`src/rtl/fifo_pkg.sv`:
```
// Shared definitions for the dual-clock FIFO: default widths and
// binary/Gray pointer conversion helpers used by both clock domains.
package fifo_pkg;

    localparam int DEF_ADDR_W = 5;
    localparam int DEF_PTR_W  = DEF_ADDR_W + 1;

    // Binary to Gray: adjacent values differ in exactly one bit.
    function automatic logic [DEF_PTR_W-1:0] bin2gray(input logic [DEF_PTR_W-1:0] b);
        return b ^ (b >> 1);
    endfunction

    // Gray to binary: bit k is the XOR of Gray bits k through MSB.
    function automatic logic [DEF_PTR_W-1:0] gray2bin(input logic [DEF_PTR_W-1:0] g);
        logic [DEF_PTR_W-1:0] b;
        b[DEF_PTR_W-1] = g[DEF_PTR_W-1];
        for (int k = DEF_PTR_W - 2; k >= 0; k--) begin
            b[k] = b[k+1] ^ g[k];
        end
        return b;
    endfunction

endpackage

```
`src/rtl/sync_2ff.sv`:
```
// Two-flop synchroniser for a Gray-coded bus crossing into clk.
// Nothing sits between the two stages so the first flop gets a full
// cycle to resolve metastability.
module sync_2ff #(
    parameter int WIDTH = 6
) (
    input  logic             clk,
    input  logic             rst_n,
    input  logic [WIDTH-1:0] d,
    output logic [WIDTH-1:0] q
);

    logic [WIDTH-1:0] q1_reg;

    // Capture the asynchronous bus in two back-to-back stages.
    always_ff @(posedge clk or negedge rst_n) begin
        if (!rst_n) begin
            q1_reg <= '0;
            q      <= '0;
        end else begin
            q1_reg <= d;
            q      <= q1_reg;
        end
    end

endmodule

```
`src/rtl/fifo_rd_ctrl.sv`:
```
// Read-domain control of the dual-clock FIFO. Synchronises the Gray write
// pointer, owns the read pointer (binary and Gray), and produces the RAM
// read address, a registered empty flag, a pessimistic fill level and
// read-valid / underflow strobes.
module fifo_rd_ctrl
    import fifo_pkg::*;
#(
    parameter int ADDR_W = DEF_ADDR_W,
    parameter int PTR_W  = ADDR_W + 1
) (
    input  logic              clk,
    input  logic              rst_n,
    input  logic [PTR_W-1:0]  wptr_gray_async,
    input  logic              rd_en,
    output logic [ADDR_W-1:0] rd_addr,
    output logic [PTR_W-1:0]  rptr_gray,
    output logic              empty,
    output logic              rd_valid,
    output logic [PTR_W-1:0]  rd_level,
    output logic              underflow
);

    logic [PTR_W-1:0] wq2;
    logic [PTR_W-1:0] wbin_sync;
    logic [PTR_W-1:0] rbin_reg;
    logic [PTR_W-1:0] rbin_next;
    logic [PTR_W-1:0] rgray_next;
    logic             rd_fire;

    sync_2ff #(
        .WIDTH (PTR_W)
    ) u_wptr_sync (
        .clk   (clk),
        .rst_n (rst_n),
        .d     (wptr_gray_async),
        .q     (wq2)
    );

    // Gray to binary of the synchronised write pointer; each bit folds in
    // every more-significant Gray bit, so multi-step jumps decode correctly.
    genvar gi;
    generate
        for (gi = 0; gi < PTR_W; gi++) begin : g_wbin
            assign wbin_sync[gi] = ^wq2[PTR_W-1:gi];
        end
    endgenerate

    // Next read pointer: advance only on an accepted read, wrap modulo 2**PTR_W.
    always_comb begin
        rd_fire    = rd_en & ~empty;
        rbin_next  = rbin_reg + {{(PTR_W-1){1'b0}}, rd_fire};
        rgray_next = rbin_next ^ (rbin_next >> 1);
    end

    assign rd_addr = rbin_reg[ADDR_W-1:0];

    // Pointer, flag and strobe registers. Empty and level look at the
    // post-read pointer so the last read raises empty on the same edge;
    // the stale wq2 only ever makes them pessimistic.
    always_ff @(posedge clk or negedge rst_n) begin
        if (!rst_n) begin
            rbin_reg  <= '0;
            rptr_gray <= '0;
            empty     <= 1'b1;
            rd_level  <= '0;
            rd_valid  <= 1'b0;
            underflow <= 1'b0;
        end else begin
            rbin_reg  <= rbin_next;
            rptr_gray <= rgray_next;
            empty     <= (rgray_next == wq2);
            rd_level  <= wbin_sync - rbin_next;
            rd_valid  <= rd_fire;
            underflow <= rd_en & empty;
        end
    end

endmodule
```
`config.mk`:
```
export PLATFORM = sky130hd
export DESIGN_NAME = fifo_rd_ctrl
export DESIGN_NICKNAME = d
export VERILOG_FILES = /design/src/rtl/fifo_pkg.sv /design/src/rtl/sync_2ff.sv /design/src/rtl/fifo_rd_ctrl.sv
export SDC_FILE = /design/constraint.sdc
export NUM_CORES = 1
export LEC_CHECK = 0
export CELL_PAD_IN_SITES_DETAIL_PLACEMENT = 1
export CELL_PAD_IN_SITES_GLOBAL_PLACEMENT = 1
export CORE_ASPECT_RATIO = 0.7
export CORE_UTILIZATION = 35
export DETAILED_ROUTE_END_ITERATION = 16
export MAX_ROUTING_LAYER = met4
export PLACE_DENSITY = 0.81
export SLEW_MARGIN = 25
export SYNTH_ARGS = -nofsm -noshare
export SYNTH_HDL_FRONTEND = slang
export SYNTH_SLANG_ARGS = --single-unit
```
`constraint.sdc`:
```
create_clock -name clk -period 5.75 [get_ports clk]
set_clock_uncertainty 0.1 [all_clocks]
set_input_delay 1.4375 -clock clk [delete_from_list [all_inputs] [get_ports clk]]
set_output_delay 1.4375 -clock clk [all_outputs]
set_load 0.02 [all_outputs]
```
==> metrics.csv <==
metric,value,unit
setup_tns,0,ps
antenna_found_initial,0,
drv_slew,0,
syn-instance-count,101,
max_slew_margin,0.546,
yosysWarnings,0,
worstMarginPinSlew,679,ps
io_pins,29,
ys_types,26,
r2r_setup_slack,2370,ps
fin_crit_sh,0.721,
yosysSeqAreaShare,0.583,
grt_setup_unrepaired,false,
cts_buffer_depth,2,
grt_pass1_vias,937,
synth-edff-count,0,
dieWidth,76.9,um
cts_root_buf,clkbuf_8,
cts_max_level,2,
drt-initial-drc-count,26,
clk_latency,280,ps
dp_cells,180,
die_y,54.4,um
hold_violations,0,
grt_use_met1,0.177,
wire_per_inst,14.6,um
crit_fanout,5,
drive_gt1_frac,0.109,
synth_flop_cell,dfrtp_1,
clkSinkCount,32,
dp_hpwl,2050,um
overflow,0,
synth.net_count,116,
clk_pin_slew_worst_paths,60,ps
netlist.top_cell.by_area,dfrtp_1,
core_area,3650,sq um
holdWs,249,ps
crit_path_end,rd_level[5],
cp-end-kind,flop,
async_flop_share,1.00,
drc,0,
design_area,1830,sq um
syn-cell-area,1380,sq um
wl,2750,um
placed_area,1730,sq um
antenna_left,0,
rows,18,
antenna_cells,0,
yosys-top-cells-count,"dfrtp_1, xnor2_1, xor2_1",
port-buffer-count,28,
syn2layout_area_growth,32.8,%
reg2reg_depth,12,
gp_congestion,0.810,
post-cts-setup-buffer-count,0,
critPathArrivalTime,4250,ps
grt_pass1_wl,4440,um
first_pass_iters,4,
synth.most_common_cell,dfrtp_1,
holdBufCountCts,0,
fp.dieArea,4190,sq um
ir_drop,225,uV
vias_per_cell,4.57,
status,finished clean,
leakage,0.810,nW
critPathKind,in -> reg,
powerDensity,641,nW/um^2
r2r_end,rd_level[4],
worstReg2RegStart,u_wptr_sync.q[5],
synth.avg_cell_area,13.6,sq um
cts_tree,yes,
initial_utilization,0.377,
use_met2,0.260,
drv_cap,0,
synth.area.top_cells,"dfrtp_1, xnor2_1, xor2_1, xnor2_2, ha_1",
grt_max_degree,33,
num_vias,860,
use_met3,0.0617,
grt-busiest-layer,met2,
layout.nets,152,
cts_resized,0,
instances_no_fill,188,
ys_seq_elements,32,
synth_top_area_frac,0.564,
fmaxAchievable,241,MHz
start_kind,primary input,
setup_violations,0,
track_usage,0.157,
numCtsBuffers,5,
critPathRequiredTime,5860,ps
cp-startpoint,rd_en,
finalCriticalPeriod,4140,ps
hold_class,reg -> reg,
## through the flow
step / utilization / worst slack [ps] / total power, mW
floorplan: - / 2060 / 0.758
global placement: 0.473 / 1560 / 0.948
detailed placement: 0.473 / 1300 / 0.992
CTS: 0.500 / 1600 / 1.19
global route: 0.500 / 1430 / 1.25
finish: 0.500 / 1610 / 1.17
## per-layer routing
metal	share of wire	vias to the layer above
met5	0	-
met4	0.014	0
met3	0.062	6
met2	0.49	27
met1	0.43	427
li1	-	400
## final cells by class
cell class,instances,area [sq um]
clock buffer,8,100
inverter,8,30.0
multi-input combinational,61,543
tap,50,62.6
fill,391,1820
timing repair buffer,29,288
sequential,32,802
## worst min path at each step
stage	end	slack, ps	cells after the start	from
finish	u_wptr_sync.q[3]	250	0	u_wptr_sync.q1_reg[3]
CTS	u_wptr_sync.q[3]	250	0	u_wptr_sync.q1_reg[3]
floorplan	u_wptr_sync.q[0]	230	0	u_wptr_sync.q1_reg[0]
global placement	u_wptr_sync.q[5]	230	0	u_wptr_sync.q1_reg[5]
global route	u_wptr_sync.q[3]	260	0	u_wptr_sync.q1_reg[3]
detailed placement	u_wptr_sync.q[3]	240	0	u_wptr_sync.q1_reg[3]
## kinds of logic (layout without fill, tap and decap cells)
kind of cell    count (synthesis)  in the layout  share of synthesized area
compound gates                 10             10                     0.0519
xor+xnor                       26             26                      0.208
fa+ha+maj                       7              7                     0.0673
buf+inv                         8             45                     0.0218
flops                          32             32                      0.583
mux                             1              1                    0.00728
simple gates                   17             17                     0.0601
## layout by cell type (no fill, tap or decap)
| master | Yosys | layout |
|---|---|---|
| o211ai_1 | 1 | 1 |
| dfstp_2 | 1 | 1 |
| o21ai_0 | 1 | 1 |
| mux2i_1 | 1 | 1 |
| xnor3_1 | 1 | 1 |
| clkdlybuf4s50_1 | 0 | 28 |
| clkbuf_8 | 0 | 7 |
| or2_2 | 1 | 1 |
| inv_1 | 8 | 8 |
| xnor2_2 | 4 | 4 |
| maj3_1 | 1 | 1 |
| nor2b_1 | 1 | 1 |
| o221ai_1 | 1 | 1 |
| ha_1 | 5 | 5 |
| xor2_1 | 9 | 9 |
| nor2_1 | 2 | 2 |
| a2111oi_2 | 1 | 1 |
| fa_1 | 1 | 1 |
| dfrtp_1 | 31 | 31 |
| or3_1 | 1 | 1 |
| xnor2_1 | 11 | 11 |
| xor3_1 | 1 | 1 |
| nand3_1 | 5 | 5 |
| nand2_1 | 5 | 5 |
| and2_1 | 2 | 2 |
| a21oi_1 | 4 | 4 |
| a211oi_1 | 1 | 1 |
| clkbuf_1 | 0 | 1 |
| buf_4 | 0 | 1 |
| a21o_1 | 1 | 1 |
## worst max-delay path: stages
cell and delay [ps]:
clkdlybuf4s50_1 480, nor2b_1 230, ha_1 250, ha_1 270
xnor2_2 140, ha_1 410, nand2_1 80, o21ai_0 450
a21oi_1 150, o211ai_1 220, xnor2_1 140
## power by group
group          internal [mW]  total [mW]  switching (mW)
Sequential             0.302       0.346          0.0435
Combinational          0.295       0.635           0.340
Clock                  0.109       0.190          0.0806
Note: power is estimated with default switching activity, not from simulation.
